[src/rtl/div_seq.sv]
// Multi-cycle radix-2 restoring divider sequencer for the HI/LO file.
// Result is {remainder, quotient}, held until the next operation finishes.
module div_seq #(
   parameter int WIDTH = 32,
   parameter int CNT_W = 6
) (
   input  logic               clk,
   input  logic               rst_n,
   input  logic               div_start_in,
   input  logic               div_signed_in,
   input  logic [WIDTH-1:0]   dividend_in,
   input  logic [WIDTH-1:0]   divisor_in,
   input  logic               flush_in,
   input  logic               div_ack_in,
   output logic               div_busy_out,
   output logic               div_complete_out,
   output logic [2*WIDTH-1:0] div_res_out
);

   typedef enum logic [2:0] {
      S_IDLE,
      S_PREP,
      S_ITER,
      S_FIXUP,
      S_DONE
   } state_t;

   localparam logic [CNT_W-1:0] LAST = CNT_W'(WIDTH - 1);

   state_t             r_state;
   state_t             w_next;
   logic [CNT_W-1:0]   r_cnt;
   logic [WIDTH-1:0]   r_a;
   logic [WIDTH-1:0]   r_b;
   logic               r_signed;
   logic               r_qneg;
   logic               r_rneg;
   logic               r_div0;
   logic [WIDTH-1:0]   r_bmag;
   logic [WIDTH-1:0]   r_rem;
   logic [WIDTH-1:0]   r_quo;
   logic [2*WIDTH-1:0] r_res;

   logic [WIDTH-1:0]   w_amag;
   logic [WIDTH-1:0]   w_bmag;
   logic [WIDTH:0]     w_shift;
   logic [WIDTH:0]     w_trial;
   logic [WIDTH-1:0]   w_qfix;
   logic [WIDTH-1:0]   w_rfix;

   assign w_amag  = (r_signed && r_a[WIDTH-1]) ? -r_a : r_a;
   assign w_bmag  = (r_signed && r_b[WIDTH-1]) ? -r_b : r_b;
   // Remainder stays below the divisor, so one extra bit holds the trial sign
   assign w_shift = {r_rem, r_quo[WIDTH-1]};
   assign w_trial = w_shift - {1'b0, r_bmag};
   assign w_qfix  = r_qneg ? -r_quo : r_quo;
   assign w_rfix  = r_rneg ? -r_rem : r_rem;

   assign div_busy_out     = (r_state == S_PREP) ||
                             (r_state == S_ITER) ||
                             (r_state == S_FIXUP);
   assign div_complete_out = (r_state == S_DONE);
   assign div_res_out      = r_res;

   always_ff @(posedge clk or negedge rst_n) begin
      if (!rst_n) begin
         r_state <= S_IDLE;
      end else begin
         r_state <= w_next;
      end
   end

   always_comb begin
      w_next = r_state;
      unique case (r_state)
         S_IDLE:  if (div_start_in) w_next = S_PREP;
         S_PREP:  w_next = S_ITER;
         S_ITER:  if (r_cnt == LAST) w_next = S_FIXUP;
         S_FIXUP: w_next = S_DONE;
         S_DONE:  if (div_ack_in) w_next = S_IDLE;
         default: w_next = S_IDLE;
      endcase
      if (flush_in) w_next = S_IDLE;
   end

   always_ff @(posedge clk or negedge rst_n) begin
      if (!rst_n) begin
         r_cnt    <= '0;
         r_a      <= '0;
         r_b      <= '0;
         r_signed <= 1'b0;
         r_qneg   <= 1'b0;
         r_rneg   <= 1'b0;
         r_div0   <= 1'b0;
         r_bmag   <= '0;
         r_rem    <= '0;
         r_quo    <= '0;
         r_res    <= '0;
      end else begin
         unique case (r_state)
            S_IDLE: begin
               if (div_start_in && !flush_in) begin
                  r_a      <= dividend_in;
                  r_b      <= divisor_in;
                  r_signed <= div_signed_in;
               end
            end
            S_PREP: begin
               r_qneg <= r_signed & (r_a[WIDTH-1] ^ r_b[WIDTH-1]);
               r_rneg <= r_signed & r_a[WIDTH-1];
               r_div0 <= (r_b == '0);
               r_bmag <= w_bmag;
               r_rem  <= '0;
               r_quo  <= w_amag;
               r_cnt  <= '0;
            end
            S_ITER: begin
               if (!w_trial[WIDTH]) begin
                  r_rem <= w_trial[WIDTH-1:0];
                  r_quo <= {r_quo[WIDTH-2:0], 1'b1};
               end else begin
                  r_rem <= w_shift[WIDTH-1:0];
                  r_quo <= {r_quo[WIDTH-2:0], 1'b0};
               end
               r_cnt <= r_cnt + CNT_W'(1);
            end
            S_FIXUP: begin
               // A flush here must not leave a result behind for HI/LO
               if (!flush_in) begin
                  if (r_div0) r_res <= {r_a, {WIDTH{1'b1}}};
                  else        r_res <= {w_rfix, w_qfix};
               end
            end
            default: begin
            end
         endcase
      end
   end

endmodule

[config.mk]
export PLATFORM = sky130hd
export DESIGN_NAME = div_seq
export DESIGN_NICKNAME = d
export VERILOG_FILES = /design/src/rtl/div_seq.sv
export SDC_FILE = /design/constraint.sdc
export NUM_CORES = 1
export LEC_CHECK = 0
export CAP_MARGIN = 0
export CORE_MARGIN = 3
export CORE_UTILIZATION = 40
export CTS_BUF_LIST = sky130_fd_sc_hd__clkbuf_4 sky130_fd_sc_hd__clkbuf_8
export CTS_CLUSTER_SIZE = 30
export DETAILED_ROUTE_END_ITERATION = 8
export PLACE_DENSITY_LB_ADDON = 0.08
export SETUP_SLACK_MARGIN = 0.2
export SLEW_MARGIN = 10
export SYNTH_ARGS = -nofsm -noshare
export SYNTH_HDL_FRONTEND = slang
export SYNTH_SLANG_ARGS = --single-unit
[constraint.sdc]
create_clock -name clk -period 3.89 [get_ports clk]
set_input_delay 0.389 -clock clk [delete_from_list [all_inputs] [get_ports clk]]
set_output_delay 0.389 -clock clk [all_outputs]
set_load 0.1 [all_outputs]
==> results.tsv, run 1 <==
stage	metric	value	unit
clocking	clock buffer depth	3	
status	outcome	complete, no violations	
setup_path	startpoint types	flop	
sta	Clock Skews	0.05433	ns
global_route	vias in the first global route	10650	
synth	Synth Warn #	0	
die	Die Span X	190.1	um
die	Cell Rows	66	
detailed_routing	Post-route DRC	0	
detailed_routing	routed vias/inst	5.211	
placed_design	Port Buf Inserts	135	
placed_design	placed inst area	0.01540	mm2
synth	Syn Nets	1570	
worst_hold_path	Hold Crit Class	in2reg	
detailed_routing	DR vias	10792	
placed_design	placer congestion estimate	0.8470	
setup_path	worst r2r path cells	15	
sta	RSZ-0062 raised after global routing	no	
synth	synthesized instance count	1462	
die	Die ar.	0.03612	mm2
global_route	gr ovfl total	0	
placed_design	hpwl dp	25250	um
sta	post-route setup slack	0.3511	ns
synth	Post-Syn Area	0.01355	mm2
clocking	clk sink count	237	
finish	fin nets	1706	
detailed_routing	1st-pass router iterations	5	
synth	Post-synth EDFFs	0	
finish	cell area after layout	0.01654	mm2
clocking	Clock Latency Late Sink	0.60	ns
synth	main flop type after synthesis	dfrtp_1	
finish	synthesis-to-layout area growth	22.06	%
synth	flops & latches, synth	237	
clocking	H-Tree Depth	2	
flow_run	max_cap viols	0	
die	IO Pins	136	
sta	setup_tns	0	ns
die	chip height	190.1	um
synth	sequential area share after synthesis	43.76	%
setup_path	crit end category	flop	
finish	most frequent cells in the layout	dfrtp_1, nand2_1, o21ai_0, clkdlybuf4s50_1, nor2_1	
setup_path	crit path to	r_rem[16]$_DFFE_PN0P_	
setup_path	CP startpoint	r_quo[31]$_DFFE_PN0P_	
detailed_routing	initial drt markers	388	
sta	worst-margin pin slew	1.076	ns
setup_path	Data required, critical path	4.33	ns
synth	Post-synth ARST share	100.0	%
die	Initial Utilization	41.13	%
clocking	clk slew on worst S/H paths	0.07	ns
clocking	CTS tree	yes	
setup_path	CP max FO	17	
synth	post-synthesis cell type count	64	
sta	Max-slew headroom	28.28	%
sta	max frequency	282.6	MHz
sta	Slew Viols, Final	0	
setup_path	Worst EP arrival	3.98	ns
clocking	TritonCTS buffer count	45	
detailed_routing	drt total wl	34820	um
sta	final hold vios	0	
sta	final setup violation count	0	
setup_path	Setup CP Type	reg2reg	
finish	layout cell share with drive strength beyond 1	12.03	%
clocking	clock root buffer	clkbuf_8	
finish	commonest non-fill, non-tap cell in the layout	dfrtp_1	
global_route	largest net degree at the start of global routing	100	
placed_design	Place WS	0.07695	ns
sta	min Tclk post-route	3.539	ns
global_route	first-pass GRT wire length	56860	um
global_route	GRT Util Overall	19.26	%
sta	Period Utilization, post-route	90.97	%
setup_path	Reg-to-Reg Start	r_quo[31]$_DFFE_PN0P_	
global_route	antenna violations before repair	0	
detailed_routing	average wire per standard cell	16.81	um
setup_path	r2r endpoint	r_rem[16]$_DFFE_PN0P_	
detailed_routing	Routed Antenna Nets	0	
synth	post-synthesis average cell area	9.269	um2
setup_path	flop2flop setup slack	0.35	ns
die	CORE AREA	0.03295	mm2
finish	Antenna Cells	0	
layer usage:
layer	routed length (um)	track usage (%)
met3	1419	3.077
met4	737	5.232
met5	0	0
met1	16490	26.50
met2	16170	31.66
critical path: stages (launching register included):
cell	delay, ns
dfrtp_1	0.35
inv_1	0.07
ha_1	0.21
fa_2	0.35
and2b_1	0.23
o2111ai_2	0.13
a211oi_2	0.24
o211ai_1	0.19
o211a_1	0.31
o31ai_4	0.21
o21ai_2	0.09
xnor2_2	0.14
buf_4	0.16
bufbuf_16	0.29
and3_1	0.17
a221o_1	0.26
layout make-up:
class                      count  area (um2)
clock buffer                  63       798.3
clock inverter                15       235.2
fill                        3159       16410
inverter                      56       210.2
multi-input combinational   1094        7173
sequential                   237        5932
tap                          442       553.0
timing repair buffer         164        1639
synthesized netlist by cell type, drive strengths merged (9+ instances only):
library cell / instances / area, um2
ha: 37 / 462.9
mux2i: 27 / 270.3
xor2: 81 / 709.4
xnor2: 66 / 578.1
o21ai: 176 / 880.9
mux2: 65 / 732.0
clkbuf: 64 / 240.2
a22oi: 30 / 225.2
o41ai: 17 / 167.7
o31ai: 24 / 203.9
nor4: 9 / 56.30
nor2: 111 / 416.7
or3: 18 / 122.6
nand3: 20 / 100.1
inv: 56 / 210.2
a21o: 10 / 75.07
nand2: 167 / 629.4
and2: 9 / 56.30
dfrtp: 237 / 5931
a31oi: 9 / 56.30
a21oi: 106 / 530.5
nor3: 15 / 75.07
nand2b: 10 / 62.56
buf: 11 / 62.56
cells by family after synthesis:
kind of cell,after synthesis,share of synthesized area [%]
mux,92,7.395
flops,237,43.76
xor+xnor,147,9.500
fa+ha+maj,38,3.564
buf+inv,131,3.785
simple gates,398,13.30
compound gates,419,18.69
state kept, by name, summed over array words and instances (netlist names):
signal,count
div_res_out,64
r_a,32
r_b,32
r_bmag,32
r_cnt,6
r_div0,1
r_qneg,1
r_quo,32
r_rem,32
r_rneg,1
r_signed,1
r_state,3
how the worst min path moves through the flow:
stage	startpoint	endpoint	slack, ns	cells past startpoint
finish	dividend_in[5]	r_a[5]$_DFFE_PN0P_	0.40	2
global route	dividend_in[7]	r_a[7]$_DFFE_PN0P_	0.39	2
CTS	dividend_in[7]	r_a[7]$_DFFE_PN0P_	0.37	2
detailed placement	div_res_out[54]$_DFFE_PN0P_	div_res_out[54]$_DFFE_PN0P_	0.47	2
global placement	r_bmag[26]$_DFFE_PN0P_	r_bmag[26]$_DFFE_PN0P_	0.46	2
floorplan	rst_n	div_res_out[0]$_DFFE_PN0P_	0.09	0
through the flow:
stage	utilization [%]	instances	hold slack, ns
final	50.20	2071	0.4046
after global routing	50.20	2071	0.3900
after CTS	50.10	2069	0.3737
after detailed placement	46.75	1987	0.4704
after global placement	46.75	1987	0.4631
after floorplan	-	1462	0.09341
timing repair:
action / 4_1_cts / 5_1_grt
endpoints found under the setup margin: 28 / 32
cloned: 1 / 0
hold buffers: 1 / 0
endpoints found under the hold margin: 95 / 0
pin swaps: 4 / 5
buffers inserted: 2 / 2
resized for setup: 3 / 3
Power of run 1 is left out: the tool's default activity adds up to more than one toggle a clock period on the data nets, which glitch-free logic cannot reach.
==> run 2: changes to the inputs <==
Settings changed: CAP_MARGIN 0 to 20, DONT_BUFFER_PORTS set to 1.
==> run 2 against run 1 <==
The flow now finishes with violations (negative hold slack). Highest routed layer is now met5. Routed wire length about the same. Design area fell by 4.4%. Non-clock buffer count fell by 68. Global-route usage up 0.16 points. Critical path depth is the same. Utilization shrank 2.2 points. Worst hold slack worse by 0.90 ns. Sequential cell count unchanged. First-iteration DRC count up 28%. Critical endpoint is now r_rem[14]$_DFFE_PN0P_. Clock skew is 0.037 ns lower. Fmax is 1.7% higher.
==> results.tsv, run 2 (synthesis gave the netlist of run 1 again) <==
stage	metric	value	unit	change
die	Die Span X	190.1	um	unchanged
detailed_routing	Routed Antenna Nets	0		unchanged
sta	worst-margin pin slew	1.125	ns	+0.04975 ns
clocking	Clock Latency Late Sink	0.58	ns	-0.02 ns
finish	fin nets	1639		-3.9%
finish	fillcell total	3155		-0.13%
clocking	clock buffer depth	3		unchanged
placed_design	hpwl dp	24680	um	-2.2%
die	Initial Utilization	41.13	%	unchanged
clocking	clk slew on worst S/H paths	0.06	ns	about the same
detailed_routing	met3 wire length	1656	um	+17%
clocking	hold_buf cts	67		+66
detailed_routing	drt total wl	34830	um	about the same
clocking	TritonCTS buffer count	46		+2.2%
setup_path	Data required, critical path	4.35	ns	+0.02 ns
die	Cell Rows	66		unchanged
die	chip height	190.1	um	unchanged
sta	Max-slew headroom	24.89	%	-3.4 points
sta	final hold vios	237		+237
clocking	clock root buffer	clkbuf_8		
global_route	GRT Util Overall	19.42	%	+0.16 points
sta	worst hold margin	-0.4935	ns	-0.8981 ns
global_route	vias in the first global route	10706		+0.53%
global_route	first-pass GRT wire length	57150	um	+0.51%
detailed_routing	top layer used by detailed routing	met5		
status	outcome	finished, violations left		
sta	final setup violation count	0		unchanged
global_route	gr ovfl total	0		unchanged
sta	Period Utilization, post-route	89.44	%	-1.5 points
sta	max frequency	287.4	MHz	+1.7%
sta	setup_tns	0	ns	unchanged
sta	Clock Skews	0.01756	ns	-0.03677 ns
detailed_routing	Post-route DRC	0		unchanged
status	failing checks	negative hold slack		
clocking	clk sink count	237		unchanged
die	CORE AREA	0.03295	mm2	unchanged
detailed_routing	Met1 Wirelength	16240	um	-1.6%
detailed_routing	1st-pass router iterations	5		unchanged
die	IO Pins	136		unchanged
setup_path	Worst EP arrival	3.94	ns	-0.04 ns
detailed_routing	routed vias/inst	5.307		+1.8%
detailed_routing	Met2 Routed Length	16140	um	-0.19%
setup_path	crit end category	flop		
detailed_routing	average wire per standard cell	17.37	um	+3.3%
placed_design	Port Buf Inserts	0		-100%
finish	Antenna Cells	0		unchanged
detailed_routing	initial drt markers	497		+28%
die	Die ar.	0.03612	mm2	unchanged
sta	Slew Viols, Final	0		unchanged
clocking	H-Tree Depth	2		unchanged
clocking	CTS tree	yes		
placed_design	placer congestion estimate	0.8210		-3.1%
global_route	antenna violations before repair	1		+1
sta	RSZ-0062 raised after global routing	no		
worst_hold_path	Hold Crit Class	in2async		
finish	most frequent cells in the layout	dfrtp_1, nand2_1, o21ai_0, nor2_1, a21oi_1		
sta	min Tclk post-route	3.479	ns	-0.05974 ns
detailed_routing	DR vias	10640		-1.4%
finish	number of flip-flops in the largest register	64		unchanged
setup_path	startpoint types	flop		
flow_run	max_cap viols	0		unchanged
finish	synthesis-to-layout area growth	16.63	%	
finish	commonest non-fill, non-tap cell in the layout	dfrtp_1		
setup_path	CP max FO	9		-8
global_route	largest net degree at the start of global routing	238		+140%
finish	layout cell share with drive strength beyond 1	12.67	%	+0.64 points
setup_path	Setup CP Type	reg2reg		
[run 2: changes by cell type in the layout (fill, tap and decap cells not counted), sizes merged]
cell and change:
dlygate4sd3 +66, clkinvlp -1, clkinv -3, clkdlybuf4s50 -134, bufinv -5, clkbuf +11
[run 2: metrics by stage]
stage | area [um2] | hold slack [ns] | worst slack, ns | std cells | utilization (%)
after floorplan | 13550 | 0.09341 | 0.6037 | 1462 | -
after global placement | 14020 | 0.1006 | 0.1433 | 1850 | 42.56
after detailed placement | 14020 | 0.1005 | 0.05383 | 1850 | 42.56
after CTS | 15740 | -0.5322 | 0.2341 | 2002 | 47.78
after global routing | 15810 | -0.5347 | 0.2259 | 2005 | 47.97
final | 15810 | -0.4935 | 0.4109 | 2005 | 47.97
[run 2: routing by layer]
metal / global-route usage (%) / vias to the layer above
met5: 0 / -
met4: 5.800 / 2
met3: 3.777 / 52
met2: 31.83 / 201
met1: 26.13 / 5070
li1: - / 5315
[run 2: critical path, stage by stage (launching register included)]
cell       delay (ns)
dfrtp_1          0.36
inv_1            0.06
ha_1             0.20
fa_2             0.35
and2b_1          0.23
o2111ai_1        0.15
a211oi_2         0.26
o211ai_1         0.19
o211a_1          0.29
o31ai_4          0.20
o21ai_2          0.09
xnor2_2          0.13
buf_4            0.16
bufbuf_16        0.27
and4_1           0.17
a221o_1          0.25
[run 2: final timing paths]
kind	from	to	slack, ns	cells after the start
max	r_quo[31]$_DFFE_PN0P_	r_rem[14]$_DFFE_PN0P_	0.41	15
min	rst_n	div_res_out[25]$_DFFE_PN0P_	-0.49	0
max reg2reg	r_quo[31]$_DFFE_PN0P_	r_rem[14]$_DFFE_PN0P_	0.41	15
min reg2reg	r_bmag[8]$_DFFE_PN0P_	r_bmag[8]$_DFFE_PN0P_	0.47	2
max in group asynchronous	rst_n	r_bmag[10]$_DFFE_PN0P_	3.94	0
min in group clk	div_ack_in	r_state[2]$_DFFE_PN0P_	0.04	2
[run 2: final cells by class]
class	count	area, um2	area share, %
clock inverter	6	62.56	0.3958
timing repair buffer	96	965.9	6.111
sequential	237	5932	37.53
inverter	56	210.2	1.330
multi-input combinational	1094	7169	45.36
clock buffer	74	912.1	5.771
tap	442	553.0	3.499
[run 2: timing repair]
| action | in CTS | in global routing |
|---|---|---|
| endpoints found under the setup margin | 31 | 13 |
| hold endpoints to repair | 305 | 237 |
| resized for setup | 3 | 2 |
| gates cloned | 1 | 0 |
| setup buffers | 4 | 1 |
| pin swaps | 6 | 3 |
Power of run 2 is left out for the same reason.
==> run 3: changes to the inputs <==
Settings changed: CTS_BUF_LIST sky130_fd_sc_hd__clkbuf_4 sky130_fd_sc_hd__clkbuf_8 to unset, PLACE_DENSITY_LB_ADDON 0.08 to unset.
==> run 3 against run 2 <==
The run still ends with negative hold slack left. Routed wire length decreased by 2.1%. Fmax fell by 0.75%. Design area shrank 0.50%. First-iteration DRC count is 18% higher. Via count fell by 0.23%. Count of clock-buffer cells in the layout fell by 35. Register-to-register slack got worse by 0.03 ns. Highest routed layer is now met4.
==> results.tsv, run 3 (synthesis gave the netlist of run 1 again) <==
stage	metric	value	unit	change
setup_path	startpoint types	flop		
detailed_routing	DR vias	10616		-0.23%
placed_design	placer congestion estimate	0.8074		-1.7%
clocking	Clock Latency Late Sink	0.57	ns	about the same
setup_path	CP max FO	17		+8
sta	final setup violation count	0		unchanged
die	CORE AREA	0.03295	mm2	unchanged
detailed_routing	average wire per standard cell	17.31	um	-0.33%
detailed_routing	drt total wl	34110	um	-2.1%
setup_path	Setup CP Type	reg2reg		
sta	worst-margin pin slew	1.178	ns	+0.05217 ns
clocking	H-Tree Depth	1		-1
sta	Slew Viols, Final	0		unchanged
global_route	first-pass GRT wire length	55660	um	-2.6%
finish	most frequent cells in the layout	dfrtp_1, nand2_1, o21ai_0, nor2_1, a21oi_1		
finish	layout cell share with drive strength beyond 1	10.21	%	-2.5 points
setup_path	slowest stage delay, CP	0.40	ns	+0.04 ns
die	Cell Rows	66		unchanged
detailed_routing	initial drt markers	586		+18%
clocking	TritonCTS buffer count	29		-37%
global_route	vias in the first global route	10459		-2.3%
finish	synthesis-to-layout area growth	16.05	%	
sta	Clock Skews	0.02444	ns	+0.006882 ns
finish	fillcell total	3080		-2.4%
sta	min Tclk post-route	3.506	ns	+0.02647 ns
setup_path	Data required, critical path	4.32	ns	-0.03 ns
finish	Multi-input gate area	0.007161	mm2	-0.12%
sta	RSZ-0062 raised after global routing	no		
die	Die ar.	0.03612	mm2	unchanged
setup_path	cell family with most CP delay	compound AO/OA/AOI/OAI gates		
status	outcome	finished, violations left		
sta	final hold vios	237		unchanged
die	Initial Utilization	41.13	%	unchanged
finish	fin nets	1614		-1.5%
sta	setup_tns	0	ns	unchanged
finish	number of flip-flops in the largest register	64		unchanged
clocking	clk sink count	237		unchanged
finish	Register Area	0.005932	mm2	unchanged
setup_path	Slowest-stage cell, CP	fa_1		
clocking	clk slew on worst S/H paths	0.06	ns	about the same
die	Die Span X	190.1	um	unchanged
detailed_routing	Post-route DRC	0		unchanged
global_route	largest net degree at the start of global routing	238		unchanged
setup_path	Buf/Inv on CP	3		unchanged
sta	Max-slew headroom	21.40	%	-3.5 points
detailed_routing	routed vias/inst	5.389		+1.5%
finish	Antenna Cells	0		unchanged
placed_design	Port Buf Inserts	0		unchanged
die	chip height	190.1	um	unchanged
placed_design	placed inst area	0.01398	mm2	-0.27%
worst_hold_path	Hold Crit Class	in2async		
setup_path	worst-path cell chain	inv_1 -> ha_1 -> fa_1 -> and2b_1 -> o2111ai_2 -> a211oi_2 -> o211ai_1 -> o211a_1 -> o31ai_2 -> o21ai_1 -> xnor2_2 -> buf_4 -> buf_12 -> and4_1 -> a221o_1		
sta	Period Utilization, post-route	90.12	%	+0.68 points
sta	max frequency	285.3	MHz	-0.75%
detailed_routing	Routed Antenna Nets	0		unchanged
finish	commonest non-fill, non-tap cell in the layout	dfrtp_1		
clocking	clock root buffer	clkbuf_16		
placed_design	hpwl dp	24290	um	-1.6%
finish	cell area after layout	0.01573	mm2	-0.50%
detailed_routing	1st-pass router iterations	5		unchanged
global_route	gr ovfl total	0		unchanged
setup_path	Worst EP arrival	3.94	ns	about the same
clocking	hold_buf cts	66		-1.5%
die	IO Pins	136		unchanged
clocking	CTS tree	yes		
flow_run	max_cap viols	0		unchanged
setup_path	crit end category	flop		
sta	worst hold margin	-0.4863	ns	+0.007142 ns
global_route	antenna violations before repair	0		-1
status	failing checks	negative hold slack		
global_route	GRT Util Overall	18.75	%	-0.67 points
clocking	clock buffer depth	3		unchanged
==> run 3: cell types whose count changed in the layout (fill, tap and decap cells not counted), moves of 2 or more <==
cell and change:
clkbuf_8 -54, clkbuf_16 +29, clkbuf_4 -17, clkbuf_1 +7, buf_4 -5, bufinv_16 +4
clkinv_2 +2, clkinvlp_4 +2, inv_6 -2
==> run 3: worst paths after layout <==
kind                                         from                          end  slack (ns)  depth (start not counted)
max                         r_quo[31]$_DFFE_PN0P_        r_rem[14]$_DFFE_PN0P_        0.38                         15
min                                         rst_n  div_res_out[30]$_DFFE_PN0P_       -0.49                          0
max reg2reg                 r_quo[31]$_DFFE_PN0P_        r_rem[14]$_DFFE_PN0P_        0.38                         15
min reg2reg                r_bmag[24]$_DFFE_PN0P_       r_bmag[24]$_DFFE_PN0P_        0.47                          2
max in group asynchronous                   rst_n          r_b[31]$_DFFE_PN0P_        3.92                          0
min in group clk                     div_start_in       r_state[0]$_DFFE_PN0P_        0.04                          2
==> run 3: timing repair <==
| item | CTS | global route |
|---|---|---|
| pin swaps | 2 | 5 |
| endpoints found under the hold margin | 305 | 237 |
| resized for setup | 1 | 2 |
| endpoints found under the setup margin | 26 | 32 |
| setup buffers | 2 | 3 |
==> run 3: layer usage <==
metal	vias to the layer above	track usage, %	wire, um
li1	5249	-	-
met1	5090	25.86	15730
met2	224	30.47	15740
met3	53	3.261	1686
met4	0	5.260	948
met5	-	0	0
==> run 3: area by class of cell <==
type / instances / area share [%]
clock buffers: 39 / 5.044
clock inverters: 14 / 1.392
inverters: 56 / 1.337
multi-input cells: 1094 / 45.53
flip-flops and latches: 237 / 37.72
well taps: 442 / 3.517
repair buffers: 88 / 5.458
==> run 3: per-stage QoR <==
step	setup slack [ns]	hold slack [ns]	utilization, %	cells
6_report	0.3844	-0.4863	47.73	1970
3_5_place_dp	0.1025	0.09937	42.44	1845
5_1_grt	0.1994	-0.5172	47.73	1970
2_1_floorplan	0.6037	0.09341	-	1462
4_1_cts	0.2050	-0.5173	47.58	1966
3_3_place_gp	0.2204	0.09901	42.44	1845
Power of run 3 is left out for the same reason.
